**src/rtl/dm_pkg.sv**
```systemverilog
// Shared definitions for the data-memory arbiter: Digit access codes, FSM states
// and helpers that decode an access code into its byte size and legality.
package dm_pkg;

    localparam logic [2:0] DIG_W   = 3'b000;
    localparam logic [2:0] DIG_HS  = 3'b001;
    localparam logic [2:0] DIG_BS  = 3'b010;
    localparam logic [2:0] DIG_HU  = 3'b101;
    localparam logic [2:0] DIG_BU  = 3'b110;
    localparam logic [2:0] DIG_NOP = 3'b111;

    typedef enum logic [1:0] {
        IDLE   = 2'd0,
        ACCESS = 2'd1,
        RESP   = 2'd2
    } state_t;

    function automatic logic [2:0] access_size(input logic [2:0] digit);
        logic [2:0] size;
        case (digit)
            DIG_W:          size = 3'd4;
            DIG_HS, DIG_HU: size = 3'd2;
            default:        size = 3'd1;
        endcase
        return size;
    endfunction

    function automatic logic digit_ok(input logic [2:0] digit);
        return (digit == DIG_W)  || (digit == DIG_HS) || (digit == DIG_BS) ||
               (digit == DIG_HU) || (digit == DIG_BU);
    endfunction

endpackage

```
**src/rtl/dm_arbiter_if.sv**
```systemverilog
// One requester port of the data-memory arbiter: valid/ready request plus a
// single-cycle response pulse. The requester is master, the arbiter is slave.
interface dm_arbiter_if #(
    parameter int AW = 9
);
    logic          req_valid;
    logic          req_ready;
    logic          we;
    logic [AW-1:0] addr;
    logic [31:0]   wdata;
    logic [2:0]    digit;
    logic          rsp_valid;
    logic [31:0]   rsp_rdata;
    logic          rsp_err;

    modport master (
        output req_valid, we, addr, wdata, digit,
        input  req_ready, rsp_valid, rsp_rdata, rsp_err
    );

    modport slave (
        input  req_valid, we, addr, wdata, digit,
        output req_ready, rsp_valid, rsp_rdata, rsp_err
    );
endinterface

```
**src/rtl/dm_arbiter_rr_arb2.sv**
```systemverilog
// Two-way combinational arbiter, one-hot grant, zero latency; a lone request always
// wins, a tie goes to port 0 under fixed priority, else to the port not granted last.
module rr_arb2 (
    input  logic [1:0] req,
    input  logic       last_grant,
    input  logic       fixed_prio,
    output logic [1:0] grant
);

    always_comb begin
        grant = 2'b00;
        case (req)
            2'b01:   grant = 2'b01;
            2'b10:   grant = 2'b10;
            2'b11:   grant = (fixed_prio || last_grant) ? 2'b01 : 2'b10;
            default: grant = 2'b00;
        endcase
    end

endmodule

```
**src/rtl/dm_arbiter.sv**
```systemverilog
// Arbitrates two requesters onto the byte-addressed data memory: accept in N, memory
// access in N+1, response pulse in N+2; req_ready is held low outside IDLE.
module dm_arbiter
    import dm_pkg::*;
#(
    parameter int AW         = 9,
    parameter bit FIXED_PRIO = 1'b0
) (
    input  logic          clk,
    input  logic          rstn,
    dm_arbiter_if.slave   p0,
    dm_arbiter_if.slave   p1,
    output logic          dm_we,
    output logic [AW-1:0] dm_addr,
    output logic [31:0]   dm_din,
    output logic [2:0]    dm_digit,
    input  logic [31:0]   dm_dout
);

    state_t        state_q, state_d;
    logic          last_grant_q;
    logic [1:0]    req, grant;
    logic          take;

    logic          lat_port;
    logic          lat_we;
    logic [AW-1:0] lat_addr;
    logic [31:0]   lat_wdata;
    logic [2:0]    lat_digit;
    logic [31:0]   rdata_q;

    logic [AW:0]   end_addr;
    logic          acc_err;
    logic          is_half;

    assign req = {p1.req_valid, p0.req_valid};

    rr_arb2 u_arb (
        .req        (req),
        .last_grant (last_grant_q),
        .fixed_prio (FIXED_PRIO),
        .grant      (grant)
    );

    assign take = (state_q == IDLE) && (|req);

    // The latched request only changes on a grant, so the check is stable for the
    // whole access and the held dm_* pins stay consistent afterwards.
    assign is_half  = (lat_digit == DIG_HS) || (lat_digit == DIG_HU);
    assign end_addr = {1'b0, lat_addr} + {{(AW-2){1'b0}}, access_size(lat_digit)}
                      - (AW+1)'(1);
    assign acc_err  = !digit_ok(lat_digit)
                   || (lat_we && ((lat_digit == DIG_HU) || (lat_digit == DIG_BU)))
                   || ((lat_digit == DIG_W) && (lat_addr[1:0] != 2'b00))
                   || (is_half && lat_addr[0])
                   || end_addr[AW];

    assign dm_addr  = lat_addr;
    assign dm_din   = lat_wdata;
    assign dm_digit = acc_err ? DIG_NOP : lat_digit;

    always_ff @(posedge clk or negedge rstn) begin
        if (!rstn) begin
            state_q      <= IDLE;
            last_grant_q <= 1'b1;
            lat_port     <= 1'b0;
            lat_we       <= 1'b0;
            lat_addr     <= '0;
            lat_wdata    <= '0;
            lat_digit    <= DIG_W;
            rdata_q      <= '0;
        end else begin
            state_q <= state_d;
            if (take) begin
                last_grant_q <= grant[1];
                lat_port     <= grant[1];
                lat_we       <= grant[1] ? p1.we    : p0.we;
                lat_addr     <= grant[1] ? p1.addr  : p0.addr;
                lat_wdata    <= grant[1] ? p1.wdata : p0.wdata;
                lat_digit    <= grant[1] ? p1.digit : p0.digit;
            end
            if (state_q == ACCESS) begin
                rdata_q <= (!acc_err && !lat_we) ? dm_dout : 32'h0;
            end
        end
    end

    always_comb begin
        state_d      = state_q;
        dm_we        = 1'b0;
        p0.req_ready = 1'b0;
        p1.req_ready = 1'b0;
        p0.rsp_valid = 1'b0;
        p1.rsp_valid = 1'b0;
        p0.rsp_err   = 1'b0;
        p1.rsp_err   = 1'b0;
        p0.rsp_rdata = 32'h0;
        p1.rsp_rdata = 32'h0;
        case (state_q)
            IDLE: begin
                // Gated by rstn so every output reads 0 while reset is held.
                p0.req_ready = grant[0] && rstn;
                p1.req_ready = grant[1] && rstn;
                if (take) state_d = ACCESS;
            end
            ACCESS: begin
                dm_we   = lat_we && !acc_err;
                state_d = RESP;
            end
            RESP: begin
                if (lat_port) begin
                    p1.rsp_valid = 1'b1;
                    p1.rsp_err   = acc_err;
                    p1.rsp_rdata = rdata_q;
                end else begin
                    p0.rsp_valid = 1'b1;
                    p0.rsp_err   = acc_err;
                    p0.rsp_rdata = rdata_q;
                end
                state_d = IDLE;
            end
            default: state_d = IDLE;
        endcase
    end

endmodule
```
**src/flat_wrapper.sv**
```systemverilog
// flat-port wrapper written by rule: the top's interface ports become plain ports
module dm_arbiter_flat import dm_pkg::*;
#(
    parameter int AW         = 9,
    parameter bit FIXED_PRIO = 1'b0
)
  (clk, rstn, dm_we, dm_addr, dm_din, dm_digit, dm_dout, p0_req_valid, p0_we, p0_addr, p0_wdata, p0_digit, p0_req_ready, p0_rsp_valid, p0_rsp_rdata, p0_rsp_err, p1_req_valid, p1_we, p1_addr, p1_wdata, p1_digit, p1_req_ready, p1_rsp_valid, p1_rsp_rdata, p1_rsp_err);
  dm_arbiter_if #(.AW(AW)) p0_i ();
  dm_arbiter_if #(.AW(AW)) p1_i ();
  input  logic clk;
  input  logic rstn;
  output logic dm_we;
  output logic [AW-1:0] dm_addr;
  output logic [31:0] dm_din;
  output logic [2:0] dm_digit;
  input  logic [31:0] dm_dout;
  input wire logic [$bits(p0_i.req_valid)-1:0] p0_req_valid;
  input wire logic [$bits(p0_i.we)-1:0] p0_we;
  input wire logic [$bits(p0_i.addr)-1:0] p0_addr;
  input wire logic [$bits(p0_i.wdata)-1:0] p0_wdata;
  input wire logic [$bits(p0_i.digit)-1:0] p0_digit;
  output wire logic [$bits(p0_i.req_ready)-1:0] p0_req_ready;
  output wire logic [$bits(p0_i.rsp_valid)-1:0] p0_rsp_valid;
  output wire logic [$bits(p0_i.rsp_rdata)-1:0] p0_rsp_rdata;
  output wire logic [$bits(p0_i.rsp_err)-1:0] p0_rsp_err;
  input wire logic [$bits(p1_i.req_valid)-1:0] p1_req_valid;
  input wire logic [$bits(p1_i.we)-1:0] p1_we;
  input wire logic [$bits(p1_i.addr)-1:0] p1_addr;
  input wire logic [$bits(p1_i.wdata)-1:0] p1_wdata;
  input wire logic [$bits(p1_i.digit)-1:0] p1_digit;
  output wire logic [$bits(p1_i.req_ready)-1:0] p1_req_ready;
  output wire logic [$bits(p1_i.rsp_valid)-1:0] p1_rsp_valid;
  output wire logic [$bits(p1_i.rsp_rdata)-1:0] p1_rsp_rdata;
  output wire logic [$bits(p1_i.rsp_err)-1:0] p1_rsp_err;
  assign p0_i.req_valid = p0_req_valid;
  assign p0_i.we = p0_we;
  assign p0_i.addr = p0_addr;
  assign p0_i.wdata = p0_wdata;
  assign p0_i.digit = p0_digit;
  assign p0_req_ready = p0_i.req_ready;
  assign p0_rsp_valid = p0_i.rsp_valid;
  assign p0_rsp_rdata = p0_i.rsp_rdata;
  assign p0_rsp_err = p0_i.rsp_err;
  assign p1_i.req_valid = p1_req_valid;
  assign p1_i.we = p1_we;
  assign p1_i.addr = p1_addr;
  assign p1_i.wdata = p1_wdata;
  assign p1_i.digit = p1_digit;
  assign p1_req_ready = p1_i.req_ready;
  assign p1_rsp_valid = p1_i.rsp_valid;
  assign p1_rsp_rdata = p1_i.rsp_rdata;
  assign p1_rsp_err = p1_i.rsp_err;
  dm_arbiter #(.AW(AW), .FIXED_PRIO(FIXED_PRIO)) u_core (.clk(clk), .rstn(rstn), .p0(p0_i), .p1(p1_i), .dm_we(dm_we), .dm_addr(dm_addr), .dm_din(dm_din), .dm_digit(dm_digit), .dm_dout(dm_dout));
endmodule
```
**config.mk**
```make
export PLATFORM = sky130hd
export DESIGN_NAME = dm_arbiter_flat
export DESIGN_NICKNAME = d
export VERILOG_FILES = /design/src/rtl/dm_pkg.sv /design/src/rtl/dm_arbiter_if.sv /design/src/rtl/dm_arbiter_rr_arb2.sv /design/src/rtl/dm_arbiter.sv /design/src/flat_wrapper.sv
export SDC_FILE = /design/constraint.sdc
export NUM_CORES = 1
export LEC_CHECK = 0
export ABC_AREA = 0
export CELL_PAD_IN_SITES_DETAIL_PLACEMENT = 2
export CELL_PAD_IN_SITES_GLOBAL_PLACEMENT = 2
export CORE_UTILIZATION = 22
export CTS_CLUSTER_DIAMETER = 40
export DETAILED_ROUTE_END_ITERATION = 12
export GPL_TIMING_DRIVEN = 0
export PLACE_DENSITY = 0.92
export SLEW_MARGIN = 5
export SYNTH_ARGS = -nofsm -noshare
export SYNTH_HDL_FRONTEND = slang
export SYNTH_SLANG_ARGS = --single-unit
export TNS_END_PERCENT = 50
```
**constraint.sdc**
```tcl
create_clock -name clk -period 3.34 [get_ports clk]
set_clock_uncertainty 0.2 [all_clocks]
set_input_delay 0.334 -clock clk [delete_from_list [all_inputs] [get_ports clk]]
set_output_delay 0.334 -clock clk [all_outputs]
set_load 0.005 [all_outputs]
```
==> flow_metrics.env <==
export IMPL_status="complete, but fails checks"
export IMPL_violations="negative setup slack"
export IMPL_diodes=0
export IMPL_synth_flop_cell="dfrtp_1"
export IMPL_crit_buf_inv=3
export IMPL_drt_pass1_iter_count=4
export IMPL_wl_um=18600
export IMPL_die_y_um=145
export IMPL_grt_pass1_wl_um=29800
export IMPL_p_leak_nw=3.19
export IMPL_cp_end_kind="output port"
export IMPL_synth_edff_count=0
export IMPL_tns_ns=-0.951
export IMPL_fmax_mhz=281
export IMPL_synthTopCellsByCount="80 x dfrtp_1, 67 x nand2_1, 64 x and2_1"
export IMPL_cts_buffers=9
export IMPL_hp_class="input pin to asynchronous set/reset pin"
export IMPL_cts_tree="done"
export IMPL_crit_type="flop to output port"
export IMPL_start_util_pct=22.4
export IMPL_place_inst=987
export IMPL_final_util_pct=38.4
export IMPL_synthTopCellsByArea="dfrtp_1 44%, mux2i_1 10%, and2_1 8.9%"
export IMPL_dpl_hpwl_um=14400
export IMPL_root_buffer="clkbuf_16"
export IMPL_clockBufferDepth=2
export IMPL_path_cells="or3_4 > ha_4 > inv_2 > ha_4 > and4b_1 > o31ai_2 > a21oi_2 > nor3_2 > buf_4 > or4_1 > buf_2"
export IMPL_io_buffers=240
export IMPL_gp_congestion=0.729
export IMPL_die_w_um=145
export IMPL_drive_gt1_share_pct=13.6
export IMPL_path_depth=11
export IMPL_setup_ws_ns=-0.220
export IMPL_fin_cells=1013
export IMPL_synth_seq_area_share_pct=44.9
export IMPL_core_rowCount=52
export IMPL_clkTransAtPathRegs_ns=0.07
export IMPL_synth_area_mm2=0.00452
export IMPL_arrival_ns=3.03
export IMPL_powerDensity_mw_per_mm2=736
export IMPL_clkSinkCount=81
export IMPL_clk_latency_ns=0.34
export IMPL_yosysWarnings=0
export IMPL_grtUsageTotal_pct=18.2
export IMPL_async_flop_share_pct=100
export IMPL_slowest_delay_ns=0.49
export IMPL_vias=4535
export IMPL_synth_most_common_cell="dfrtp_1"
export IMPL_drv_slew=0
export IMPL_vdd_drop_max_mv=0.275
export IMPL_r2r_cells=13
export IMPL_fin_crit_ns=3.56
export IMPL_required_ns=2.81
export IMPL_cp_top_family="simple AND/OR/NAND/NOR gates"
export IMPL_tightestPinTransition_ns=0.618
export IMPL_synthCells=476
export IMPL_grt_pass1_vias=5157
export IMPL_maxCapViolCount=0
export IMPL_antenna_left=0
export IMPL_syn_nets=611
export IMPL_synth_top_area_cell="dfrtp_1"
export IMPL_fin_crit_sh_pct=107
export IMPL_drc=0
export IMPL_dieArea_mm2=0.0211
export IMPL_rsz0062_at_grt="true"
export IMPL_cp_max_fo=6
export IMPL_core_area_mm2=0.0202
export IMPL_netlist_cell_type_count=36
export IMPL_fin_nets=873
export IMPL_crit_top_cell="ha_4"
export IMPL_antenna_found_initial=0
export IMPL_p_total_w=0.00571
export IMPL_hold_violations=0
export IMPL_synth_top_cell_area_share_pct=44.3
export IMPL_grt_max_degree=53
export IMPL_areaGrowthSynthToFinish_pct=71.6
export IMPL_htreeDepth=3
export IMPL_relSlewSlack_pct=58.8
export IMPL_wire_per_inst_um=18.3
export IMPL_drt_iter0_drc=70
export IMPL_vias_per_cell=4.48
export IMPL_io_pins=241
export IMPL_ys_ff_latch=81
export IMPL_grt_ovfl_total=0
export IMPL_critPathLaunchType="flop"
export IMPL_syn_avg_cell_area_um2=9.49
export IMPL_fillerInstances=2191
export IMPL_setup_viol=6
export IMPL_crit_path_top_delay_cell="or4_1"
## cell type report
cell class	count	area (µm²)	share of cell area, %
buffer	36	174	2.24
clock inverter	3	21.3	0.274
sequential	81	2030	26.2
multi-input combinational	345	2370	30.6
tap	270	338	4.36
timing repair buffer	251	2480	32.1
clock buffer	13	280	3.62
inverter	14	52.6	0.678
## flip-flops by register name (all words and copies together), names as in the netlist
name	count
u_core.dm_din	32
u_core.state_q	2
u_core.lat_digit	3
u_core.last_grant_q	1
u_core.lat_port	1
u_core.dm_addr	9
u_core.rdata_q	32
u_core.lat_we	1
## report_power, final
group / internal [W] / total, W / switching [W] / leakage [nW]
Clock: 0.000588 / 0.00102 / 0.000435 / 0.148
Combinational: 0.00138 / 0.00303 / 0.00165 / 2.06
Sequential: 0.00137 / 0.00166 / 0.000291 / 0.986
## per-layer routing
layer  GRT usage [%]  part of all wire (%)  routed length (µm)
met4            5.53                   1.6                 303
met3            5.97                   7.6                1420
met1            19.9                    39                7300
met2            33.3                    51                9550
met5               0                     0                   0
## what timing repair did
item                                    CTS  global route
hold endpoints to repair                 31             0
gates resized for setup                  47             4
hold buffers                              1             0
endpoints found under the setup margin   30             6
setup buffers                             8             1
gates cloned                              0             0
pin swaps                                 9             6
## cell usage in the layout, fill, tap and decap left out, types with 2 or more instances in the layout
cell and instances:
dfrtp_2 2, nand2_1 67, inv_1 12, o31ai_2 31, nor4_4 2, clkbuf_16 9
nor2_1 48, clkbuf_1 18, o31a_1 3, buf_2 16, ha_1 6, inv_2 2
clkdlybuf4s50_1 233, buf_4 13, mux2i_1 45, and2_1 64, buf_6 3, o31ai_1 2
nand2b_1 2, a21oi_1 47, dfrtp_1 78, nor2b_1 2, nor3b_2 2, or4_1 2
clkbuf_2 2, clkbuf_8 4, o21a_1 3, ha_4 3
## metrics by stage
step	instance area (µm²)	hold WS [ns]	setup slack (ns)
final	7750	0.285	-0.220
after global routing	7750	0.321	-0.325
after CTS	7720	0.298	-0.212
after detailed placement	7280	0.131	-0.454
after global placement	7260	0.270	-2.06
after floorplan	4520	-0.162	0.310
## cell families after synthesis
| logic type | count (synthesis) | share of synthesized area (%) |
|---|---|---|
| muxes | 45 | 9.97 |
| adders and majority gates | 9 | 2.49 |
| and+or+nand+nor | 198 | 21.6 |
| DFF | 81 | 44.9 |
| buffers and inverters | 50 | 4.90 |
| AOI/OAI and AO/OA | 93 | 16.1 |
## final timing paths
kind | startpoint | endpoint | slack [ns]
max | u_core.lat_digit[0]$_DFFE_PN0P_ | dm_digit[0] | -0.22
min | rstn | u_core.dm_din[20]$_DFFE_PN0P_ | 0.28
max reg2reg | u_core.lat_digit[0]$_DFFE_PN0P_ | u_core.rdata_q[12]$_DFFE_PN0P_ | 0.22
min reg2reg | u_core.rdata_q[6]$_DFFE_PN0P_ | u_core.rdata_q[6]$_DFFE_PN0P_ | 0.30
max in group asynchronous | rstn | u_core.last_grant_q$_DFFE_PN1P_ | 1.96
min in group clk | u_core.rdata_q[6]$_DFFE_PN0P_ | u_core.rdata_q[6]$_DFFE_PN0P_ | 0.30
No activity file was read; power rests on OpenSTA's default activity.
